<file path="config.mk">
export PLATFORM = sky130hd
export DESIGN_NAME = cache_req_ctrl
export DESIGN_NICKNAME = d
export VERILOG_FILES = /design/src/rtl/cache_req_ctrl.sv
export SDC_FILE = /design/constraint.sdc
export NUM_CORES = 1
export LEC_CHECK = 0
export CAP_MARGIN = 40
export CORE_MARGIN = 3
export CORE_UTILIZATION = 47
export DETAILED_ROUTE_END_ITERATION = 10
export GPL_TIMING_DRIVEN = 1
export PLACE_DENSITY_LB_ADDON = 0.05
export SETUP_SLACK_MARGIN = 0.3
export SLEW_MARGIN = 20
export SYNTH_ARGS = -nofsm -noshare
export SYNTH_HDL_FRONTEND = slang
export SYNTH_SLANG_ARGS = --single-unit
</file>
<file path="constraint.sdc">
create_clock -name clock -period 2.7 [get_ports clock]
set_input_delay 0.675 -clock clock [delete_from_list [all_inputs] [get_ports clock]]
set_output_delay 0.675 -clock clock [all_outputs]
set_load 0.01 [all_outputs]
</file>
<file path="src/rtl/cache_req_ctrl.sv">
// cache_req_ctrl: request sequencer placed in front of a K-way CLOCK cache.
//
// Client requests arrive on a valid/ready handshake and are handled one at a time.
// A read first looks the address up in the cache. A hit answers straight from the cache.
// A miss fetches the line from backing memory, writes it into the cache, and then answers.
// A write is write-through: the cache is filled first and memory is written after that.
// A cache fill that the cache never acknowledges is abandoned after FILL_TIMEOUT cycles.
// In that case the response carries resp_err.
//
// Ports
//   clock, reset_n                     clock (rising edge), async active-low reset
//   req_valid/req_ready                client request handshake
//   req_write, req_addr, req_wdata     request kind, address, write data
//   resp_valid/resp_ready              response handshake; response held until taken
//   resp_data, resp_hit, resp_err      read data (0 for writes), cache hit, fill timeout
//   cache_read, cache_write            cache strobes (mutually exclusive)
//   cache_addr, cache_wval             cache address and fill value
//   cache_hit, cache_rval              registered cache results
//   mem_req_valid/mem_req_ready        memory request handshake
//   mem_we, mem_addr, mem_wdata        memory request contents
//   mem_resp_valid, mem_resp_data      single-cycle memory read return

module cache_req_ctrl #(
    parameter int unsigned ADDR_WIDTH   = 8,
    parameter int unsigned LINE_WIDTH   = 32,
    parameter int unsigned K            = 2,
    parameter int unsigned FILL_TIMEOUT = 2 * K + 4
) (
    input  logic                  clock,
    input  logic                  reset_n,

    input  logic                  req_valid,
    output logic                  req_ready,
    input  logic                  req_write,
    input  logic [ADDR_WIDTH-1:0] req_addr,
    input  logic [LINE_WIDTH-1:0] req_wdata,

    output logic                  resp_valid,
    input  logic                  resp_ready,
    output logic [LINE_WIDTH-1:0] resp_data,
    output logic                  resp_hit,
    output logic                  resp_err,

    output logic                  cache_read,
    output logic                  cache_write,
    output logic [ADDR_WIDTH-1:0] cache_addr,
    output logic [LINE_WIDTH-1:0] cache_wval,
    input  logic                  cache_hit,
    input  logic [LINE_WIDTH-1:0] cache_rval,

    output logic                  mem_req_valid,
    input  logic                  mem_req_ready,
    output logic                  mem_we,
    output logic [ADDR_WIDTH-1:0] mem_addr,
    output logic [LINE_WIDTH-1:0] mem_wdata,
    input  logic                  mem_resp_valid,
    input  logic [LINE_WIDTH-1:0] mem_resp_data
);

    localparam int unsigned CNT_W = $clog2(FILL_TIMEOUT + 1);
    localparam logic [CNT_W-1:0] CNT_MAX   = {CNT_W{1'b1}};
    // The value the counter holds during the last fill cycle that is allowed.
    localparam logic [CNT_W-1:0] FILL_LAST = CNT_W'(FILL_TIMEOUT - 1);

    typedef enum logic [2:0] {
        StIdle,
        StLookup,
        StCheck,
        StMemReq,
        StMemWait,
        StFill,
        StResp
    } state_e;

    state_e                state_q;
    logic                  write_q;
    logic [ADDR_WIDTH-1:0] addr_q;
    logic [LINE_WIDTH-1:0] wdata_q;
    // Counts completed FILL cycles. A value of 0 means this is the first fill cycle.
    logic [CNT_W-1:0]      fill_cnt_q;

    always_ff @(posedge clock or negedge reset_n) begin
        if (!reset_n) begin
            state_q       <= StIdle;
            write_q       <= 1'b0;
            addr_q        <= '0;
            wdata_q       <= '0;
            fill_cnt_q    <= '0;
            req_ready     <= 1'b1;
            resp_valid    <= 1'b0;
            resp_data     <= '0;
            resp_hit      <= 1'b0;
            resp_err      <= 1'b0;
            cache_read    <= 1'b0;
            cache_write   <= 1'b0;
            cache_addr    <= '0;
            cache_wval    <= '0;
            mem_req_valid <= 1'b0;
            mem_we        <= 1'b0;
            mem_addr      <= '0;
            mem_wdata     <= '0;
        end else begin
            unique case (state_q)
                StIdle: begin
                    if (req_valid) begin
                        write_q    <= req_write;
                        addr_q     <= req_addr;
                        wdata_q    <= req_wdata;
                        req_ready  <= 1'b0;
                        cache_addr <= req_addr;
                        if (req_write) begin
                            cache_write <= 1'b1;
                            cache_wval  <= req_wdata;
                            fill_cnt_q  <= '0;
                            state_q     <= StFill;
                        end else begin
                            cache_read <= 1'b1;
                            state_q    <= StLookup;
                        end
                    end
                end

                StLookup: begin
                    cache_read <= 1'b0;
                    state_q    <= StCheck;
                end

                StCheck: begin
                    if (cache_hit) begin
                        resp_valid <= 1'b1;
                        resp_data  <= cache_rval;
                        resp_hit   <= 1'b1;
                        resp_err   <= 1'b0;
                        state_q    <= StResp;
                    end else begin
                        mem_req_valid <= 1'b1;
                        mem_we        <= 1'b0;
                        mem_addr      <= addr_q;
                        mem_wdata     <= wdata_q;
                        state_q       <= StMemReq;
                    end
                end

                StMemReq: begin
                    if (mem_req_ready) begin
                        mem_req_valid <= 1'b0;
                        mem_we        <= 1'b0;
                        mem_addr      <= '0;
                        mem_wdata     <= '0;
                        if (write_q) begin
                            resp_valid <= 1'b1;
                            resp_data  <= '0;
                            resp_hit   <= 1'b0;
                            resp_err   <= 1'b0;
                            state_q    <= StResp;
                        end else begin
                            state_q <= StMemWait;
                        end
                    end
                end

                StMemWait: begin
                    if (mem_resp_valid) begin
                        resp_data   <= mem_resp_data;
                        cache_write <= 1'b1;
                        cache_addr  <= addr_q;
                        cache_wval  <= mem_resp_data;
                        fill_cnt_q  <= '0;
                        state_q     <= StFill;
                    end
                end

                StFill: begin
                    // During the first fill cycle, cache_hit still refers to an earlier access.
                    if ((fill_cnt_q != '0) && cache_hit) begin
                        cache_write <= 1'b0;
                        cache_wval  <= '0;
                        if (write_q) begin
                            mem_req_valid <= 1'b1;
                            mem_we        <= 1'b1;
                            mem_addr      <= addr_q;
                            mem_wdata     <= wdata_q;
                            state_q       <= StMemReq;
                        end else begin
                            resp_valid <= 1'b1;
                            resp_hit   <= 1'b0;
                            resp_err   <= 1'b0;
                            state_q    <= StResp;
                        end
                    end else if (fill_cnt_q >= FILL_LAST) begin
                        // The fill is abandoned. A write does not go on to update memory.
                        cache_write <= 1'b0;
                        cache_wval  <= '0;
                        resp_valid  <= 1'b1;
                        resp_hit    <= 1'b0;
                        resp_err    <= 1'b1;
                        if (write_q) begin
                            resp_data <= '0;
                        end
                        state_q <= StResp;
                    end else if (fill_cnt_q != CNT_MAX) begin
                        fill_cnt_q <= fill_cnt_q + 1'b1;
                    end
                end

                StResp: begin
                    if (resp_ready) begin
                        resp_valid <= 1'b0;
                        resp_data  <= '0;
                        resp_hit   <= 1'b0;
                        resp_err   <= 1'b0;
                        req_ready  <= 1'b1;
                        state_q    <= StIdle;
                    end
                end

                default: begin
                    state_q <= StIdle;
                end
            endcase
        end
    end

endmodule
</file>
After elaboration in Yosys (flattened, before gate mapping) --
Index checks and enable logic that the tools add are counted.
Word-level totals: bits in registers 168, bits in latches 0, bits in writable memories 0, memory bits (read-only) 0, output and inout port bits 120, word-level logic and storage cells 142, memories kept 0
Operators by class: add/subtract/negate cells 1, multiply operators 0, div/mod/pow operators 0, $lt $le $gt $ge 1, equality and inequality tests 24, shifts and indexed selects 0, mux-type cells 78, bitwise operators 0, reductions and logical operators 20
Operators with widths (count):
- $mux 32 | 15
- $pmux 32 s3 | 2
- $pmux 32 s5 | 1
- $mux 8 | 6
- $ne 2x2->1 const B | 15
- $mux 3 | 9
- $mux 1 | 26
- $mux 4 | 6
- $pmux 8 s3 | 1
- $pmux 3 s7 | 1
- $reduce_and 7->1 | 3
- $pmux 8 s2 | 1
- $reduce_and 5->1 | 3
- $pmux 1 s4 | 3
- $pmux 4 s3 | 1
- $eq 3x3->1 const B | 3
- $pmux 1 s3 | 3
- $reduce_and 3->1 | 3
- $reduce_bool 4->1 | 2
- $eq 3x2->1 const B | 2
- $ne 3x3->1 const B | 2
- $reduce_bool 2->1 | 3
- $reduce_bool 3->1 | 2
- $reduce_bool 5->1 | 1
- 9 further kinds | 10

Depth between registers and ports, before layout --
Gate-level depths: netlist (run 1).
depth in word-level cells 5, depth in mapped cells 9

Worst setup path after synthesis (run 1) --
No wires, ideal clock.
path kind input-to-reg, start point input port cache_hit, end point register resp_data[17], arrival 1.921 ns, data required time 2.575 ns, path slack 0.654 ns, cell stages on the path 6, cell sequence buf_2 nor4_1 nor2_1 nor3_4 buf_4 mux2_2
On the way: word-level cells in the longest chain between the ends 3, elaborated cells between the ends (all ways) 4
Ends and longest elaborated chain:
- start, declared | line 48 | input logic cache_hit,
- $logic_and 1x1->1 | line 175 | if ((fill_cnt_q != '0) && cache_hit) begin
- $ne 2x2->1 (no line)
- $reduce_and 7->1 (no line) *
- end signal, assigned | line 131 | resp_data <= cache_rval;
- end signal, assigned | line 164 | resp_data <= mem_resp_data;
- end, declared | line 40 | output logic [LINE_WIDTH-1:0] resp_data,
Every way passes the cells marked *; elsewhere a longest branch is shown, timed or not. A chain may end at the register's enable or synchronous reset.

Worst setup path in the final report (run 1) --
start point register state_q[1], end point register resp_data[2]
On the way: word-level cells in the longest chain between the ends 3, elaborated cells between the ends (all ways) 14
Ends and longest elaborated chain:
- start, declared | line 75 | state_e state_q;
- start signal, assigned | line 84 | state_q <= StIdle;
- start signal, assigned | line 115 | state_q <= StFill;
- start signal, assigned | line 118 | state_q <= StLookup;
- $eq 3x3->1 or $eq 3x2->1 (tied branches) | line 103 | unique case (state_q)
- $reduce_bool 5->1 (no line) or $ne 2x2->1 (tied branches)
- $reduce_and 7->1 (no line)
Parallel ways exist; a longest one is shown, timed or not.

==> results of run 1 <==
[worst max-delay path by stage]
stage / slack, ns / startpoint / end / cells past startpoint
global route: 0.34 / state_q[1] / resp_data[12] / 6
detailed placement: 0.09 / cache_hit / mem_wdata[27] / 6
finish: 0.42 / state_q[1] / resp_data[2] / 6
CTS: 0.45 / state_q[1] / resp_data[2] / 6
floorplan: 0.65 / cache_hit / resp_data[17] / 6
global placement: 0.14 / cache_hit / resp_data[0] / 6
[layer usage]
layer | vias to the layer above | track usage [%]
met3 | 34 | 6.71
met5 | - | 0
met1 | 2979 | 31.9
met4 | 0 | 7.92
met2 | 263 | 42.0
li1 | 2807 | -
[cells in the final DEF (no fill, tap or decap), types with 2 or more instances in the layout]
cell type / instances
sky130_fd_sc_hd__clkinv_2: 4
sky130_fd_sc_hd__a21o_1: 3
sky130_fd_sc_hd__clkdlybuf4s50_1: 230
sky130_fd_sc_hd__o211ai_1: 2
sky130_fd_sc_hd__a21oi_1: 17
sky130_fd_sc_hd__nand3_1: 4
sky130_fd_sc_hd__nor2b_1: 2
sky130_fd_sc_hd__a21oi_2: 2
sky130_fd_sc_hd__buf_4: 15
sky130_fd_sc_hd__dfrtp_1: 167
sky130_fd_sc_hd__nor2_1: 9
sky130_fd_sc_hd__clkinvlp_4: 3
sky130_fd_sc_hd__a22oi_1: 33
sky130_fd_sc_hd__o21ai_1: 18
sky130_fd_sc_hd__mux2_1: 8
sky130_fd_sc_hd__mux2_2: 26
sky130_fd_sc_hd__clkbuf_16: 17
sky130_fd_sc_hd__nand2b_1: 2
sky130_fd_sc_hd__clkbuf_1: 2
sky130_fd_sc_hd__o22ai_1: 8
sky130_fd_sc_hd__o21ai_0: 27
sky130_fd_sc_hd__a31oi_1: 3
sky130_fd_sc_hd__bufinv_16: 3
sky130_fd_sc_hd__buf_12: 7
sky130_fd_sc_hd__nand4bb_1: 2
sky130_fd_sc_hd__a22o_1: 72
sky130_fd_sc_hd__nand2_1: 166
sky130_fd_sc_hd__inv_1: 13
sky130_fd_sc_hd__ha_1: 2
[through the flow]
stage	instance area, sq um	std cells	power [mW]	setup WS, ns
2_1_floorplan	7280	667	7.69	0.654
3_3_place_gp	9800	1053	10.1	0.143
3_5_place_dp	9800	1053	10.3	0.0914
4_1_cts	10400	1085	12.8	0.446
5_1_grt	10400	1086	13.6	0.340
6_report	10400	1086	12.8	0.419
[logic make-up (layout without fill, tap and decap cells)]
logic type,after synthesis,count (layout)
compound gates,197,197
xor+xnor,1,1
fa+ha+maj,2,2
buf+inv,65,299
flops,168,168
mux,34,34
other cells,0,1
simple gates,200,200
[power groups by stage]
stage | logic [mW] | registers, mW | clock network, mW
2_1_floorplan | 3.20 | 4.48 | 0
3_3_place_gp | 5.85 | 4.30 | 0
3_5_place_dp | 6.02 | 4.33 | 0
4_1_cts | 6.05 | 4.30 | 2.49
5_1_grt | 6.55 | 4.44 | 2.59
6_report | 5.99 | 4.31 | 2.46
[layout make-up]
| cell class | instances | area [sq um] |
|---|---|---|
| Fill cell | 1099 | 4460 |
| Sequential cell | 168 | 4210 |
| Multi-Input combinational cell | 434 | 2750 |
| Timing Repair Buffer | 253 | 2570 |
| Clock buffer | 20 | 447 |
| Tap cell | 184 | 230 |
| Clock inverter | 12 | 150 |
| Inverter | 14 | 52.6 |
| Antenna cell | 1 | 2.50 |
[sequential cells by signal (all words and copies together) (netlist names)]
name,count
state_q,3
cache_wval,32
cache_write,1
mem_req_valid,1
resp_err,1
mem_addr,8
mem_wdata,32
mem_we,1
cache_addr,8
write_q,1
addr_q,8
resp_data,32
wdata_q,32
resp_hit,1
fill_cnt_q,4
resp_valid,1
req_ready,1
cache_read,1
[worst max-delay path, cell delays in order (launching register included)]
cell	delay, ns
sky130_fd_sc_hd__dfrtp_1	0.61
sky130_fd_sc_hd__nand2b_2	0.21
sky130_fd_sc_hd__buf_4	0.43
sky130_fd_sc_hd__nor2_4	0.09
sky130_fd_sc_hd__buf_12	0.23
sky130_fd_sc_hd__a22o_1	0.29
sky130_fd_sc_hd__mux2_2	0.27
==> results by stage, run 1 <==
Outcome:
- The flow ran to the end, and the final reports show no timing, DRC or antenna violations.

Worst setup path:
- Counting cells, the worst reg-to-reg path comes to 6.
- STA classifies the critical path startpoint as a flop.
- The reg-to-reg startpoint is state_q[1].
- The category of the most critical setup path is flop to flop.
- The maximum fanout along the worst path is 64.
- The end of the worst register-to-register path is resp_data[2].
- The type of element capturing the critical path is a flop.
- Data arrives at the worst endpoint at roughly 2.6 ns.
- The worst register-to-register path has a setup slack of about 0.42 ns.
- The required time of the critical path is ~3 ns.

Logic synthesis:
- For this run, asynchronously set or reset flops after synthesis account for 100%.
- The number of instances in the synthesized netlist is approximately 670.
- The synthesized netlist devotes about a fifth of its cell area to compound gates.
- A synthesized cell averages about 11 sq um.
- The synthesized design contains 0 enable-type register cells.
- After synthesis, the largest family of logic cells by area is compound AO/OA/AOI/OAI gates.
- The number of warnings reported in the yosys synthesis log is 0.
- The synthesized netlist devotes 0.344% of its cell area to adder and majority cells.
- The flip-flop and latch count after synthesis is roughly 170.
- Of the post-synthesis cell area, the part taken by muxes is approximately 5.3%.
- The post-synthesis instance area is ~7300 sq um.
- After synthesis, the cell types taking the most area are sky130_fd_sc_hd__dfrtp_1, sky130_fd_sc_hd__a22o_1, sky130_fd_sc_hd__nand2_1.
- The area share of and/or/nand/nor cells after synthesis is between 10% and 20%.
- By count the netlist is led by sky130_fd_sc_hd__dfrtp_1, sky130_fd_sc_hd__nand2_1, sky130_fd_sc_hd__a22o_1.
- The unique cell type count in the Yosys netlist is 54.
- The share of Yosys cell area claimed by the top area cell type is a little under three fifths.
- The synthesized netlist devotes less than 1% of its cell area to XOR and XNOR gates.
- The sequential fraction of the synthesis area is 57.7%.
- The number of nets in the synthesized netlist is 781.
- The biggest area contributor in the post-synthesis netlist is sky130_fd_sc_hd__dfrtp_1.
- In the synthesized netlist the dominant register cell turns out to be sky130_fd_sc_hd__dfrtp_1.
- The most instantiated library cell after synthesis is sky130_fd_sc_hd__dfrtp_1.

Floorplan:
- The row count is 44.
- The die is around 130 microns tall.
- The die outline width is ~130 microns.
- During I/O placement, the number of pins put on the boundary was around 230.
- The floorplan step defined a die boundary enclosing about 17000 sq um.
- In this run the standard cell core region covers 14900 sq um.
- The effective utilization at floorplan is about 49%.

Clock network:
- Once the clock tree was built, the setup fixing pass inserted 0 buffers.
- At the later pin of the worst-skew pair, clock insertion delay measures between 0.4 and 0.5 ns.
- The CTS buffer count is 17.
- The cell sitting at the root of the clock tree is a sky130_fd_sc_hd__clkbuf_16.
- The count of hold-fix buffers inserted at cts is 0.
- The H-tree level count is 4.
- TritonCTS built the clock tree.
- The tree built by TritonCTS fans out to approximately 170 sinks.
- The deepest clock path buffer count is 2.
- The post-CTS resize count is 0.
- After clock tree synthesis, the clock-pin slew on the worst setup and hold paths is 0.06 ns.

Pwr:
- The switching power total is 4.63 mW.
- Internal power comes to roughly 8.1 mW.
- For this design the ratio of total power to cell area is about 1200 nW/um^2.
- IR analysis of the VDD net gives a maximum drop of ~0.5 mV.
- The combinational share of power is 47.0%.
- The sequential power share is 33.8%.
- The relative contribution of the clock network to total power is between 10% and 20%.
- The analysis attributes to cell leakage a power of approximately 4.7 nW.
- In this run switching power makes up 36.3% of total power.

Cells and area:
- The area growth from synthesis to layout is 42.8%.
- The fraction of layout instances using a drive strength above 1 is 10.8%.
- The net count reported at finish is around 1.0k.
- The post-layout utilization of the core is between 60% and 70%.

Detailed routing:
- After detailed routing, the met2 layer carries approximately 10000 microns of wire.
- The via-per-instance ratio is around 5.6.
- The final wirelength is around 21000 microns.
- The routed design uses around 1600 microns of met3 wire.
- Routed signal wires occupy layers up through met4.
- In the final routing, the length of wire on met1 measures just under 9000 microns.
- The detail route stage leaves a number of antenna-violating nets equal to 0.
- The via count is slightly above 6k.
- For this run, the detailed router's first-pass iteration total came to 7.
- In the routed design, unresolved DRC markers number 0.
- In this run, the number of DRC markers left after iteration 0 of detailed routing was around 470.
- Dividing the detail-routed wire length by the instance count gives approximately 19 microns.

Global routing:
- The initial antenna violation count came to 1.
- The maximum number of pins on one net before global-route repair is 72.
- Summed over all layers, the global routing overflow is 0.
- For this run, the total global-route usage over all layers was measured as roughly a quarter.
- The wire length of the first global-routing pass is about 33000 microns.
- The number of global-route vias before repair is between 6k and 7k.

STA:
- The number of hold violations in the final report is 0.
- The highest achievable clock rate is between 400 and 500 MHz.
- For the final routed database, the setup TNS stands at 0 ns.
- Setup violations remaining at the end of the flow were counted as 0.
- The clock arrives with between 0.005 and 0.006 ns of skew.
- The worst hold slack is around 0.26 ns.
- Setup repair after global routing left no endpoint under its margin.
- The actual slew at the worst max-slew pin is between 0.7 and 0.8 ns.
- The final number of max-transition violations came to 0.
- The max-slew headroom at the worst pin is approximately half.
- The time the final worst path needs with I/O delays and setup is 2.28 ns.
- In the finished design, the share of the clock period the worst path needs comes to between 80% and 90%.

Min path:
- The class of the most critical hold timing path is input port to asynchronous set/reset pin.

Placed design:
- The HPWL after detailed placement is around 15000 microns.
- The count of buffers inserted at the top-level ports is between 200 and 250.
- The congestion estimate from routability-driven global placement came to 0.917.

Flow run:
- The max capacitance violation total is 0.
No activity file was read; power rests on OpenSTA's default activity.
==> run 2, diff against run 1 <==
==> constraint.sdc (replaced) <==
create_clock -name clock -period 2.1 [get_ports clock]
set_input_delay 0.525 -clock clock [delete_from_list [all_inputs] [get_ports clock]]
set_output_delay 0.525 -clock clock [all_outputs]
set_load 0.01 [all_outputs]
==> results by stage, run 2 (synthesis results as in run 1) <==
Min path:
- The min-delay analysis places its worst path in the category flop to flop.

Worst setup path:
- The category of the most critical setup path is flop to flop.
- Data on the critical path arrives at its endpoint at ~2.3 ns.
- The type of origin of the critical path is a flop.
- The maximum fanout along the worst path is 20.
- The worst setup path is captured at a flop.
- The required time of the critical path is between 2 and 2.5 ns.

Detailed routing:
- The length of the first detailed-routing pass in iterations is 5.
- The via-per-instance ratio is between 5 and 6.
- The final wirelength is roughly 24000 microns.
- In this run the remaining antenna-violating nets after routing total 0.
- The detailed router finished its first iteration with between 500 and 600 violations.
- After detailed routing, the number of remaining DRC violations is 0.
- The routed layout has 6515 vias.
- The routed wire length per instance is about 21 microns.

Cells and area:
- At the end of the flow, the number of nets in the layout was between 1k and 1.5k.
- Relative to the synthesized area, the layout overhead comes to 55.0%.
- Leaving out fill and tap cells, the most frequent cells in the layout are sky130_fd_sc_hd__dfrtp_1, sky130_fd_sc_hd__nand2_1, sky130_fd_sc_hd__dlygate4sd2_1.
- The final antenna diode count is 0.
- The count of fill cells added during filler insertion is ~1.1k.
- The post-route netlist has about a fifth of its cells at a drive strength greater than 1.
- The commonest non-fill, non-tap cell in the layout is sky130_fd_sc_hd__dfrtp_1.
- The summed area of non-filler cells in the final layout is between 10000 and 15000 sq um.
- At the end of the flow the core is filled with cells to 76.0%.

Floorplan:
- The die covers 17000 sq um.
- The placeable core area is 14900 sq um.
- After floorplanning, the core was divided into 44 placement rows.
- The height of the chip is around 130 microns.
- The die outline width is roughly 130 microns.
- Once the floorplan was initialized, standard cells occupied about 50% of the core.
- about 230 I/O pins were placed.

Global routing:
- Summed over all layers, the global routing overflow is 0.
- The global-route total usage across every layer is 25.5%.
- Entering global routing, the biggest net connects 76 pins.
- The wire length of the first global-routing pass is 33600 microns.
- The number of global-route vias before repair is about 6.3k.
- The initial antenna violation count is 0.

Clock network:
- The tree is rooted in a sky130_fd_sc_hd__clkbuf_16.
- The clock-pin transition on the worst setup and hold timing paths is about 0.070 ns.
- The clock tree from TritonCTS is yes.
- Buffers inserted during clock tree synthesis total 17.
- The clock latency reported for the late side of the worst-skew pair is between 0.4 and 0.5 ns.
- No sink is reached through more buffers than the 2 on the longest clock path.
- The H-tree level count is 4.
- The number of sinks driven by the clock tree is 168.

STA:
- Setup violations remaining at the end of the flow were counted as 0.
- The number of hold violations in the final report was 0.
- The final number of max-transition violations is 0.
- Static timing analysis puts the maximum clock frequency at between 500 and 600 MHz.
- Setup repair after global routing could not meet its margin everywhere.
- The post-route clock skew is ~0.0092 ns.
- The post-route fraction of the period consumed by the critical path is between 90% and 100%.
- In this run the tightest slew margin relative to its limit is slightly below 70%.
- The actual slew at the worst max-slew pin is ~0.47 ns.
- After layout, the minimum clock period comes to 2.00 ns.
- The final worst-path setup slack is ~0.1 ns.

Placed design:
- The minimum setup slack after placement is -0.346 ns.
- In this run the cell area measured after placement is 10200 sq um.
- The HPWL after detailed placement is roughly 15000 microns.
- Input and output buffers added on the ports amount to 231.
- The weighted congestion reported at the end of routability-driven placement is 0.859.

Pwr:
- The cell leakage power is 5.56 nW.
- The areal power density over the cells is about 1600 nW/um^2.
- The maximum VDD drop is around 0.84 mV.

Flow run:
- The max capacitance violation total is 0.

Outcome:
- The flow ran to the end, and the final reports show no timing, DRC or antenna violations.
run 2: cell type report:
cell class	instances	area (sq um)	area share (%)
Clock buffer	18	429	3.80
Clock inverter	14	124	1.10
Inverter	14	52.6	0.465
Multi-Input combinational cell	434	2990	26.4
Sequential cell	168	4210	37.3
Tap cell	184	230	2.04
Timing Repair Buffer	309	3260	28.9
run 2: stage by stage:
| step | total power [mW] | hold WS [ns] | std cells | setup TNS, ns |
|---|---|---|---|---|
| after floorplan | 10.4 | 0.229 | 667 | 0 |
| after global placement | 13.9 | 0.347 | 1069 | -15.03 |
| after detailed placement | 14.3 | 0.347 | 1070 | -18.53 |
| after CTS | 16.9 | 0.464 | 1111 | 0 |
| after global routing | 19.1 | 0.473 | 1141 | 0 |
| final | 18.2 | 0.472 | 1141 | 0 |
run 2: path summary, 6_finish.rpt:
path,startpoint,end,slack [ns],depth (start not counted)
min in group asynchronous,reset_n,mem_addr[2],0.48,2
max,state_q[2],resp_data[21],0.10,7
min reg2reg,mem_req_valid,mem_req_valid,0.47,1
max in group asynchronous,reset_n,resp_err,0.99,3
min,mem_req_valid,mem_req_valid,0.47,1
max reg2reg,state_q[2],resp_data[21],0.10,7
run 2: critical path, stage by stage, from the launching register on:
cell	delay (ns)
sky130_fd_sc_hd__dfrtp_1	0.43
sky130_fd_sc_hd__buf_6	0.21
sky130_fd_sc_hd__o21ai_1	0.15
sky130_fd_sc_hd__nor2b_1	0.19
sky130_fd_sc_hd__nor3_4	0.23
sky130_fd_sc_hd__buf_12	0.16
sky130_fd_sc_hd__clkbuf_16	0.19
sky130_fd_sc_hd__mux2_4	0.31
run 2: power by group:
| part | internal, mW | switching (mW) |
|---|---|---|
| combinational | 5.05 | 4.72 |
| clock | 1.54 | 1.38 |
| sequential | 4.64 | 0.821 |
| total | 11.2 | 6.92 |
run 2: repair_timing:
action                                  in CTS  in global routing
endpoints found under the setup margin     238                119
setup buffers                                6                 17
hold buffers                                 1                  0
gates resized for setup                    128                 41
hold endpoints to repair                     7                  0
gates cloned                                 2                 13
pin swaps                                    3                 12
run 2: per-layer routing:
metal,share of wire [%],global-route usage (%)
met5,0,0
met4,1.9,8.35
met3,8.3,6.38
met2,50,41.9
met1,40,33.3
